===== config.mk =====
export PLATFORM = sky130hd
export DESIGN_NAME = seq_gen4bit_tx
export DESIGN_NICKNAME = d
export VERILOG_FILES = /design/src/rtl/seq4_pkg.sv /design/src/rtl/seq_down_counter.sv /design/src/rtl/seq_gen4bit_tx.sv
export SDC_FILE = /design/constraint.sdc
export NUM_CORES = 1
export LEC_CHECK = 0
export BUFFER_PORTS_ARGS = -buffer_cell sky130_fd_sc_hd__buf_2
export CAP_MARGIN = 0
export CORE_MARGIN = 2
export CORE_UTILIZATION = 55
export CTS_BUF_LIST = sky130_fd_sc_hd__clkbuf_8
export DETAILED_ROUTE_END_ITERATION = 6
export HOLD_SLACK_MARGIN = 0.02
export PLACE_DENSITY = 0.77
export SYNTH_ARGS = -nofsm -noshare
export SYNTH_HDL_FRONTEND = slang
export SYNTH_HIERARCHICAL = 1
export SYNTH_SLANG_ARGS = --single-unit

===== constraint.sdc =====
create_clock -name clk -period 3.18 [get_ports clk]
set_input_delay 0.477 -clock clk [delete_from_list [all_inputs] [get_ports clk]]
set_output_delay 0.477 -clock clk [all_outputs]
set_load 0.01 [all_outputs]

===== src/rtl/seq4_pkg.sv =====
// Shared definitions for the 4-bit sequence generator and its companion detector:
// FSM state encoding, the default pattern and counter widths.
package seq4_pkg;

    typedef enum logic [1:0] {
        ST_IDLE  = 2'b00,
        ST_SHIFT = 2'b01,
        ST_GAP   = 2'b10,
        ST_DONE  = 2'b11
    } seq4_state_e;

    localparam logic [3:0]  SEQ4_DEFAULT_PATTERN = 4'b1011;
    localparam int unsigned FRAME_CNT_W          = 5;
    localparam int unsigned GAP_CNT_W            = 4;

endpackage


===== src/rtl/seq_down_counter.sv =====
// Loadable down-counter that stops at zero and flags it; used for both
// frame and gap bookkeeping in the sequence generator.
module seq_down_counter #(
    parameter int unsigned W = 5
) (
    input  logic         clk,
    input  logic         rst_n,
    input  logic         load_i,
    input  logic [W-1:0] load_val_i,
    input  logic         dec_i,
    output logic         zero_o
);

    logic [W-1:0] count_q;

    // Load wins over decrement; decrementing saturates at zero.
    always_ff @(posedge clk or negedge rst_n) begin
        if (!rst_n) begin
            count_q <= '0;
        end else if (load_i) begin
            count_q <= load_val_i;
        end else if (dec_i && (count_q != '0)) begin
            count_q <= count_q - W'(1);
        end
    end

    assign zero_o = (count_q == '0);

endmodule


===== src/rtl/seq_gen4bit_tx.sv =====
// Serial burst generator: sends a captured pattern MSB first, repeat_cnt+1 times,
// with optional idle gaps between frames and a ready/valid handshake.
module seq_gen4bit_tx
    import seq4_pkg::*;
#(
    // Pattern length; the frame counter scheme below assumes WIDTH >= 2.
    parameter int unsigned      WIDTH           = 4,
    parameter logic [WIDTH-1:0] DEFAULT_PATTERN = SEQ4_DEFAULT_PATTERN
) (
    input  logic             clk,
    input  logic             rst_n,
    input  logic             start,
    input  logic             abort,
    input  logic             use_default,
    input  logic [WIDTH-1:0] pattern,
    input  logic [3:0]       repeat_cnt,
    input  logic [3:0]       gap_len,
    input  logic             ready,
    output logic             data_out,
    output logic             valid,
    output logic             busy,
    output logic             done
);

    localparam int unsigned      IDX_W   = (WIDTH > 1) ? $clog2(WIDTH) : 1;
    localparam logic [IDX_W-1:0] MSB_IDX = IDX_W'(WIDTH - 1);

    seq4_state_e          state_q;
    logic [WIDTH-1:0]     shift_q;
    logic [IDX_W-1:0]     bit_idx_q;
    logic [GAP_CNT_W-1:0] gap_len_q;
    logic                 data_out_q;
    logic                 valid_q;
    logic                 busy_q;
    logic                 done_q;

    logic [WIDTH-1:0]       capPattern;
    logic                   xfer;
    logic                   lastBit;
    logic                   frameZero;
    logic                   gapZero;
    logic                   frameLoad;
    logic                   frameDec;
    logic                   gapLoad;
    logic                   gapDec;
    logic [FRAME_CNT_W-1:0] frameLoadVal;
    logic [GAP_CNT_W-1:0]   gapLoadVal;

    assign capPattern = use_default ? DEFAULT_PATTERN : pattern;
    assign xfer       = (state_q == ST_SHIFT) && valid_q && ready && !abort;
    assign lastBit    = (bit_idx_q == '0);

    // The frame counter is loaded with the total frame count and drops as each
    // frame's MSB is accepted, so at bit 0 a zero count means "last frame".
    assign frameLoad    = (state_q == ST_IDLE) && start && !abort;
    assign frameLoadVal = FRAME_CNT_W'(repeat_cnt) + FRAME_CNT_W'(1);
    assign frameDec     = xfer && (bit_idx_q == MSB_IDX);

    // Gap counter is preloaded with gap_len-1 so GAP lasts exactly gap_len cycles.
    assign gapLoad    = xfer && lastBit && !frameZero && (gap_len_q != '0);
    assign gapLoadVal = gap_len_q - GAP_CNT_W'(1);
    assign gapDec     = (state_q == ST_GAP) && !abort;

    seq_down_counter #(
        .W (FRAME_CNT_W)
    ) u_frame_cnt (
        .clk        (clk),
        .rst_n      (rst_n),
        .load_i     (frameLoad),
        .load_val_i (frameLoadVal),
        .dec_i      (frameDec),
        .zero_o     (frameZero)
    );

    seq_down_counter #(
        .W (GAP_CNT_W)
    ) u_gap_cnt (
        .clk        (clk),
        .rst_n      (rst_n),
        .load_i     (gapLoad),
        .load_val_i (gapLoadVal),
        .dec_i      (gapDec),
        .zero_o     (gapZero)
    );

    // Outputs are computed for the state being entered so they are all registered.
    always_ff @(posedge clk or negedge rst_n) begin
        if (!rst_n) begin
            state_q    <= ST_IDLE;
            shift_q    <= '0;
            bit_idx_q  <= '0;
            gap_len_q  <= '0;
            data_out_q <= 1'b0;
            valid_q    <= 1'b0;
            busy_q     <= 1'b0;
            done_q     <= 1'b0;
        end else if (abort) begin
            state_q    <= ST_IDLE;
            data_out_q <= 1'b0;
            valid_q    <= 1'b0;
            busy_q     <= 1'b0;
            done_q     <= 1'b0;
        end else begin
            case (state_q)
                ST_IDLE: begin
                    done_q <= 1'b0;
                    if (start) begin
                        shift_q    <= capPattern;
                        bit_idx_q  <= MSB_IDX;
                        gap_len_q  <= gap_len;
                        data_out_q <= capPattern[WIDTH-1];
                        valid_q    <= 1'b1;
                        busy_q     <= 1'b1;
                        state_q    <= ST_SHIFT;
                    end
                end
                ST_SHIFT: begin
                    if (ready) begin
                        if (!lastBit) begin
                            bit_idx_q  <= bit_idx_q - IDX_W'(1);
                            data_out_q <= shift_q[bit_idx_q - IDX_W'(1)];
                        end else begin
                            bit_idx_q <= MSB_IDX;
                            if (frameZero) begin
                                data_out_q <= 1'b0;
                                valid_q    <= 1'b0;
                                done_q     <= 1'b1;
                                state_q    <= ST_DONE;
                            end else if (gap_len_q == '0) begin
                                data_out_q <= shift_q[WIDTH-1];
                            end else begin
                                data_out_q <= 1'b0;
                                valid_q    <= 1'b0;
                                state_q    <= ST_GAP;
                            end
                        end
                    end
                end
                ST_GAP: begin
                    if (gapZero) begin
                        data_out_q <= shift_q[WIDTH-1];
                        valid_q    <= 1'b1;
                        state_q    <= ST_SHIFT;
                    end
                end
                ST_DONE: begin
                    done_q  <= 1'b0;
                    busy_q  <= 1'b0;
                    state_q <= ST_IDLE;
                end
                default: begin
                    state_q <= ST_IDLE;
                end
            endcase
        end
    end

    assign data_out = data_out_q;
    assign valid    = valid_q;
    assign busy     = busy_q;
    assign done     = done_q;

endmodule


== Word-level counts from Yosys, hierarchy flattened ==
Index checks and enable logic that the tools add are counted.

* Reductions and logical operators: 36
* Eq/ne operators: 12
* Muxes and demuxes: 42
* Bitwise operators: 1
* $lt $le $gt $ge: 1
* Add/subtract/negate cells: 5

{| class="wikitable"
|+ Operators by type and width
! cell !! count
|-
| 2-to-1 mux 1 bit || 20
|-
| 2-to-1 mux 2 bit || 10
|-
| != test 3 bit (second input constant) || 5
|-
| logical AND 1 bit || 12
|-
| 2-to-1 mux 4 bit || 3
|-
| AND reduction 4 bit || 3
|-
| nonzero test 4 bit || 3
|-
| 2-to-1 mux 5 bit || 2
|-
| logical NOT 4 bit || 2
|-
| case mux 2 bit (4 select lines) || 1
|-
| subtractor 4 x 1 -> 4 bit (second input constant) || 2
|-
| equality test 2 bit (second input constant) || 3
|-
| case mux 1 bit (3 select lines) || 2
|-
| AND reduction 6 bit || 1
|-
| nonzero test 2 bit || 3
|-
| nonzero test 3 bit || 2
|-
| adder 4 x 1 -> 5 bit (second input constant) || 1
|-
| logical NOT 5 bit || 1
|-
| AND reduction 5 bit || 1
|-
| nonzero test 5 bit || 1
|-
| subtractor 5 x 1 -> 5 bit (second input constant) || 1
|-
| logical NOT 2 bit || 2
|-
| != test 2 bit (second input constant) || 2
|-
| != test 4 bit (second input constant) || 1
|-
| 11 further kinds || 13
|}

* Input port bits: 18
* Output and inout port bits: 4
* Logic and storage cells: 107
* Register bits after elaboration: 25

== Longest topological paths before layout ==
* Word-level depth: 8
* Depth in mapped cells: 8
* Depth with buffers taken out: 8

== Cells and area by module ==
The synthesis kept the hierarchy.

{| class="wikitable"
|+ By module, submodules not included
! module !! area an instance (um^2) !! sequential area each (um^2) !! cells each !! instances
|-
| seq_gen4bit_tx || 1056.0 || 400.4 || 116 || 1
|-
| seq_down_counter at u_frame_cnt || 304.0 || 125.1 || 32 || 1
|-
| seq_down_counter at u_gap_cnt || 270.3 || 100.1 || 27 || 1
|}

== Least setup slack after synthesis ==
No wires, ideal clock.

* Path type: flip-flop to flip-flop
* Start: register u_frame_cnt.count_q[0]
* End: register u_gap_cnt.count_q[1]
* Clock period less this slack: 2.096 ns
* Stages on the path, launching flop included: 9
* Required time: 3.100 ns
* Setup slack: 1.084 ns
* Arrival: 2.016 ns
* Buffers on the path: 1
* Library setup time: 0.080 ns
* Path through: dfrtp_1 -> inv_1 -> ha_1 -> or4b_4 -> inv_1 -> a2111oi_0 -> buf_6 -> or4_1 -> o211ai_2

* Cells in the longest elaborated chain, start to end: 5
* Elaborated cells between the ends (all ways): 6
* Those cells by class: mux: 1; reduce/logical: 5

{| class="wikitable"
|+ Ends and longest elaborated chain
! item !! RTL line !! text
|-
| from (decl) || seq_down_counter.sv:14 || <nowiki>logic [W-1:0] count_q;</nowiki>
|-
| from (signal assigned) || seq_down_counter.sv:21 || <nowiki>count_q <= load_val_i;</nowiki>
|-
| from (signal assigned) || seq_down_counter.sv:23 || <nowiki>count_q <= count_q - W'(1);</nowiki>
|-
| logical NOT 5 bit (*) || seq_down_counter.sv:27 || <nowiki>assign zero_o = (count_q == '0);</nowiki>
|-
| net frameZero || seq_gen4bit_tx.sv:40 || <nowiki>logic frameZero;</nowiki>
|-
| logical NOT 1 bit (*) || seq_gen4bit_tx.sv:60 || <nowiki>assign gapLoad = xfer && lastBit && !frameZero && (gap_len_q != '0);</nowiki>
|-
| logical AND 1 bit (*) (2 in a row) || seq_gen4bit_tx.sv:60 ||
|-
| net gapLoad || seq_gen4bit_tx.sv:44 || <nowiki>logic gapLoad;</nowiki>
|-
| 2-to-1 mux 4 bit / nonzero test 2 bit (equally long branches) || - ||
|-
| to (signal assigned) || seq_down_counter.sv:21 ||
|-
| to (signal assigned) || seq_down_counter.sv:23 ||
|-
| to (decl) || seq_down_counter.sv:14 ||
|}

Mark *: on every way through the listed nets, which the timed path passes. The rest lies on a longest branch.
A chain may end at the register's enable or synchronous reset.

== Worst setup path after layout ==
* Start: register state_q[1]
* End: register u_gap_cnt.count_q[3]

* Cells in the longest elaborated chain, start to end: 8
* Elaborated cells between the ends (all ways): 12
* Those cells by class: eq/ne: 2; mux: 1; reduce/logical: 9

{| class="wikitable"
|+ Ends and longest elaborated chain
! item !! RTL line !! text
|-
| from (decl) || seq_gen4bit_tx.sv:28 || <nowiki>seq4_state_e state_q;</nowiki>
|-
| from (signal assigned) || seq_gen4bit_tx.sv:89 || <nowiki>state_q <= ST_IDLE;</nowiki>
|-
| from (signal assigned) || seq_gen4bit_tx.sv:98 || <nowiki>state_q <= ST_IDLE;</nowiki>
|-
| from (signal assigned) || seq_gen4bit_tx.sv:114 || <nowiki>state_q <= ST_SHIFT;</nowiki>
|-
| equality test 2 x 1 -> 1 bit (*) || seq_gen4bit_tx.sv:50 || <nowiki>assign xfer = (state_q == ST_SHIFT) && valid_q && ready && !abort;</nowiki>
|-
| logical AND 1 bit (*) (3 in a row) || seq_gen4bit_tx.sv:50 ||
|-
| logical AND 1 bit (*) (3 in a row) || seq_gen4bit_tx.sv:60 ||
|-
| net gapLoad || seq_gen4bit_tx.sv:44 ||
|-
| 2-to-1 mux 4 bit / nonzero test 2 bit (equally long branches) || - ||
|}

Marked as above.

==> metrics.txt <==
FILL cells=219; first-pass GRT wire length=5710 um; drt first pass iters=4; DRC=0; setup violators final=0; Initial DRC Count=73; CTS tree=done; drt total wl=3400 um; Std-Cell Rows=19; TritonCTS buffer count=3; htree depth=1; M1 wire length=1630 um; all-layer global routing usage=21.7%; met3 wire len=163 um; initial core utilization=58.6%; fmax=397 MHz; Max Used Layer=met4; warnings from Yosys=6; # resized after CTS=0; Leak=0.864 nW; Final Cycle Share=79.3%; synthesized flop and latch total=25; multi-input combinational cell area=898 sq um; GP Congestion=0.862; dpl cells=223; most frequent cells in the layout=dfrtp_1, buf_2, inv_1; Worst Setup Start Kind=flip-flop; CP max-delay cell=a2111oi_1; Finished Layout Cells=227; total congestion overflow=0; Finished Cell Area=1800 sq um; worst vdd ir=424 uV; Top delay family on crit path=compound AO/OA/AOI/OAI gates; syn nets=204; number of global-route vias before repair=1264; register area share after synthesis=38.4%; HP Class=input port to asynchronous set/reset pin; post-layout power=1.12 mW; Routed Antenna Nets=0; register area=626 sq um; Pwr per Cell Area=625 nW/um^2; antenna diode count=0; final core occ=64.6%; Syn Std Cell Area=1630 sq um; Worst-Skew Late Latency=0.27 ns; status=finished clean; CTS clk-pin slew, worst paths=0.09 ns; post-CTS setup buffer count=0; full die area=3420 sq um; DP Worst Slack=0.807 ns; worst stage delay on the critical path=0.67 ns; largest net degree at the start of global routing=26; Longest Clk Path Bufs=2; CP cell instances=inv_1 > ha_1 > nand4_1 > a2111oi_1 > buf_4 > nor3_1 > a221o_1; Final Hold Violating Endpoints=0; Die W=58.4 um; chip height=58.4 um; Hold-fix buffers, CTS=0; Crit. End Element=flip-flop; Cell variety after synth=49; vias per cell=6.01; CTS sink cnt=25; CTS root buf=clkbuf_8; core area=2780 sq um; Worst Tran Pin Value=0.664 ns; initial antenna violation count=0; Final HPWL DP=2600 um; wire per inst=15.0 um; WP buf/inv=2; CP Max Fanout=11; worst setup margin=0.659 ns; DP Area=1750 sq um; Worst slew margin=55.6%; min cycle time layout=2.52 ns; nets@finish=226; RSZ-0062 raised after global routing=no; Cells after Synth=175; port bufs=21; skew final=0.00359 ns; I/O pins=22; worst path arrival time=2.68 ns; CP required=3.34 ns; Hold Slack=0.194 ns; post-route setup TNS=0 ns; max-cap violations=0; DR WL met2=1530 um; pins over their slew limit=0; commonest non-fill, non-tap cell in the layout=dfrtp_1; fraction of layout cells with a size suffix above 1=20.4%; P&R area growth vs syn=10.2%; via count=1365; Syn Area/Cell=9.32 sq um; Worst Path Class, Setup=flip-flop to flip-flop
[power by group]
group	leakage, nW	switching (mW)	total, mW	internal [mW]
sequential	0.308	0.0921	0.501	0.409
combinational	0.530	0.240	0.433	0.193
clock	0.0255	0.102	0.189	0.0877
total	0.864	0.434	1.12	0.690
[worst register-to-register path, delay by kind of cell (launching register included)]
family / cells / cell delay [ns]
AO/OA/AOI/OAI: 2 / 0.99
buffers and inverters: 2 / 0.37
adder cells (fa/ha/maj): 1 / 0.36
flip-flops: 1 / 0.42
AND/OR/NAND/NOR: 2 / 0.26
[synth_stat cells (all sizes together)]
master,instances,area [sq um]
o31ai,2,20.0
or2b,1,7.51
nor2b,3,18.8
nand3,5,25.0
a21oi,10,53.8
and3,3,23.8
nand2,16,60.1
or4b,3,37.5
clkinv,1,3.75
o221a,1,11.3
or4,2,15.0
or3,3,18.8
clkbuf,1,3.75
nor2,11,41.3
xnor2,1,8.76
o21a,1,7.51
mux2,6,67.6
and4b,1,10.0
a22oi,1,7.51
nor3b,2,20.0
o41ai,1,8.76
o31a,2,17.5
nor4,2,12.5
o2111a,1,11.3
o211ai,2,20.0
o211a,1,10.0
xor2,3,26.3
a31oi,1,6.26
a221o,1,10.0
nor3,6,30.0
nand4,2,12.5
ha,11,138
o21ai,9,45.0
mux2i,3,30.0
nor4b,1,15.0
nand2b,5,31.3
inv,19,71.3
a2111oi,1,8.76
buf,4,28.8
dfrtp,25,626
a32o,1,10.0
[path summary, 6_finish.rpt]
check / slack, ns / end / depth (start not counted) / startpoint
max in group asynchronous: 2.61 / shift_q[2] / 1 / rst_n
worst min-delay path: 0.19 / valid / 1 / rst_n
worst max register to register: 0.66 / u_gap_cnt/count_q[3] / 7 / state_q[1]
min in group clk: 0.43 / gap_len_q[2] / 2 / gap_len[2]
worst max-delay path: 0.66 / u_gap_cnt/count_q[3] / 7 / state_q[1]
worst min register to register: 0.49 / shift_q[1] / 2 / shift_q[1]
[metal layers]
layer	track usage (%)	up-vias
met3	3.30	8
li1	-	660
met2	35.2	44
met1	30.2	653
met5	0	-
met4	6.64	0
[registers in the layout, summed over array words and instances, names as in the netlist, 2 cells and up]
register / count
bit_idx_q: 2
gap_len_q: 4
u_frame_cnt/count_q: 5
shift_q: 4
state_q: 2
u_gap_cnt/count_q: 4
[final cells by class]
class	count	share of cell area [%]
inverter	20	4.18
timing repair buffer	22	6.27
clock inverter	1	0.279
multi-input combinational	125	50.0
sequential	25	34.8
clock buffer	3	2.30
tap	31	2.16
[logic make-up after synthesis]
group | share of synthesized area (%)
AOI/OAI and AO/OA | 15.2
xor gates and xnor gates | 2.15
adders and majority gates | 8.44
buffers and inverters | 6.60
DFF | 38.4
muxes | 5.99
and+or+nand+nor | 23.3
No activity file was read; power rests on OpenSTA's default activity.
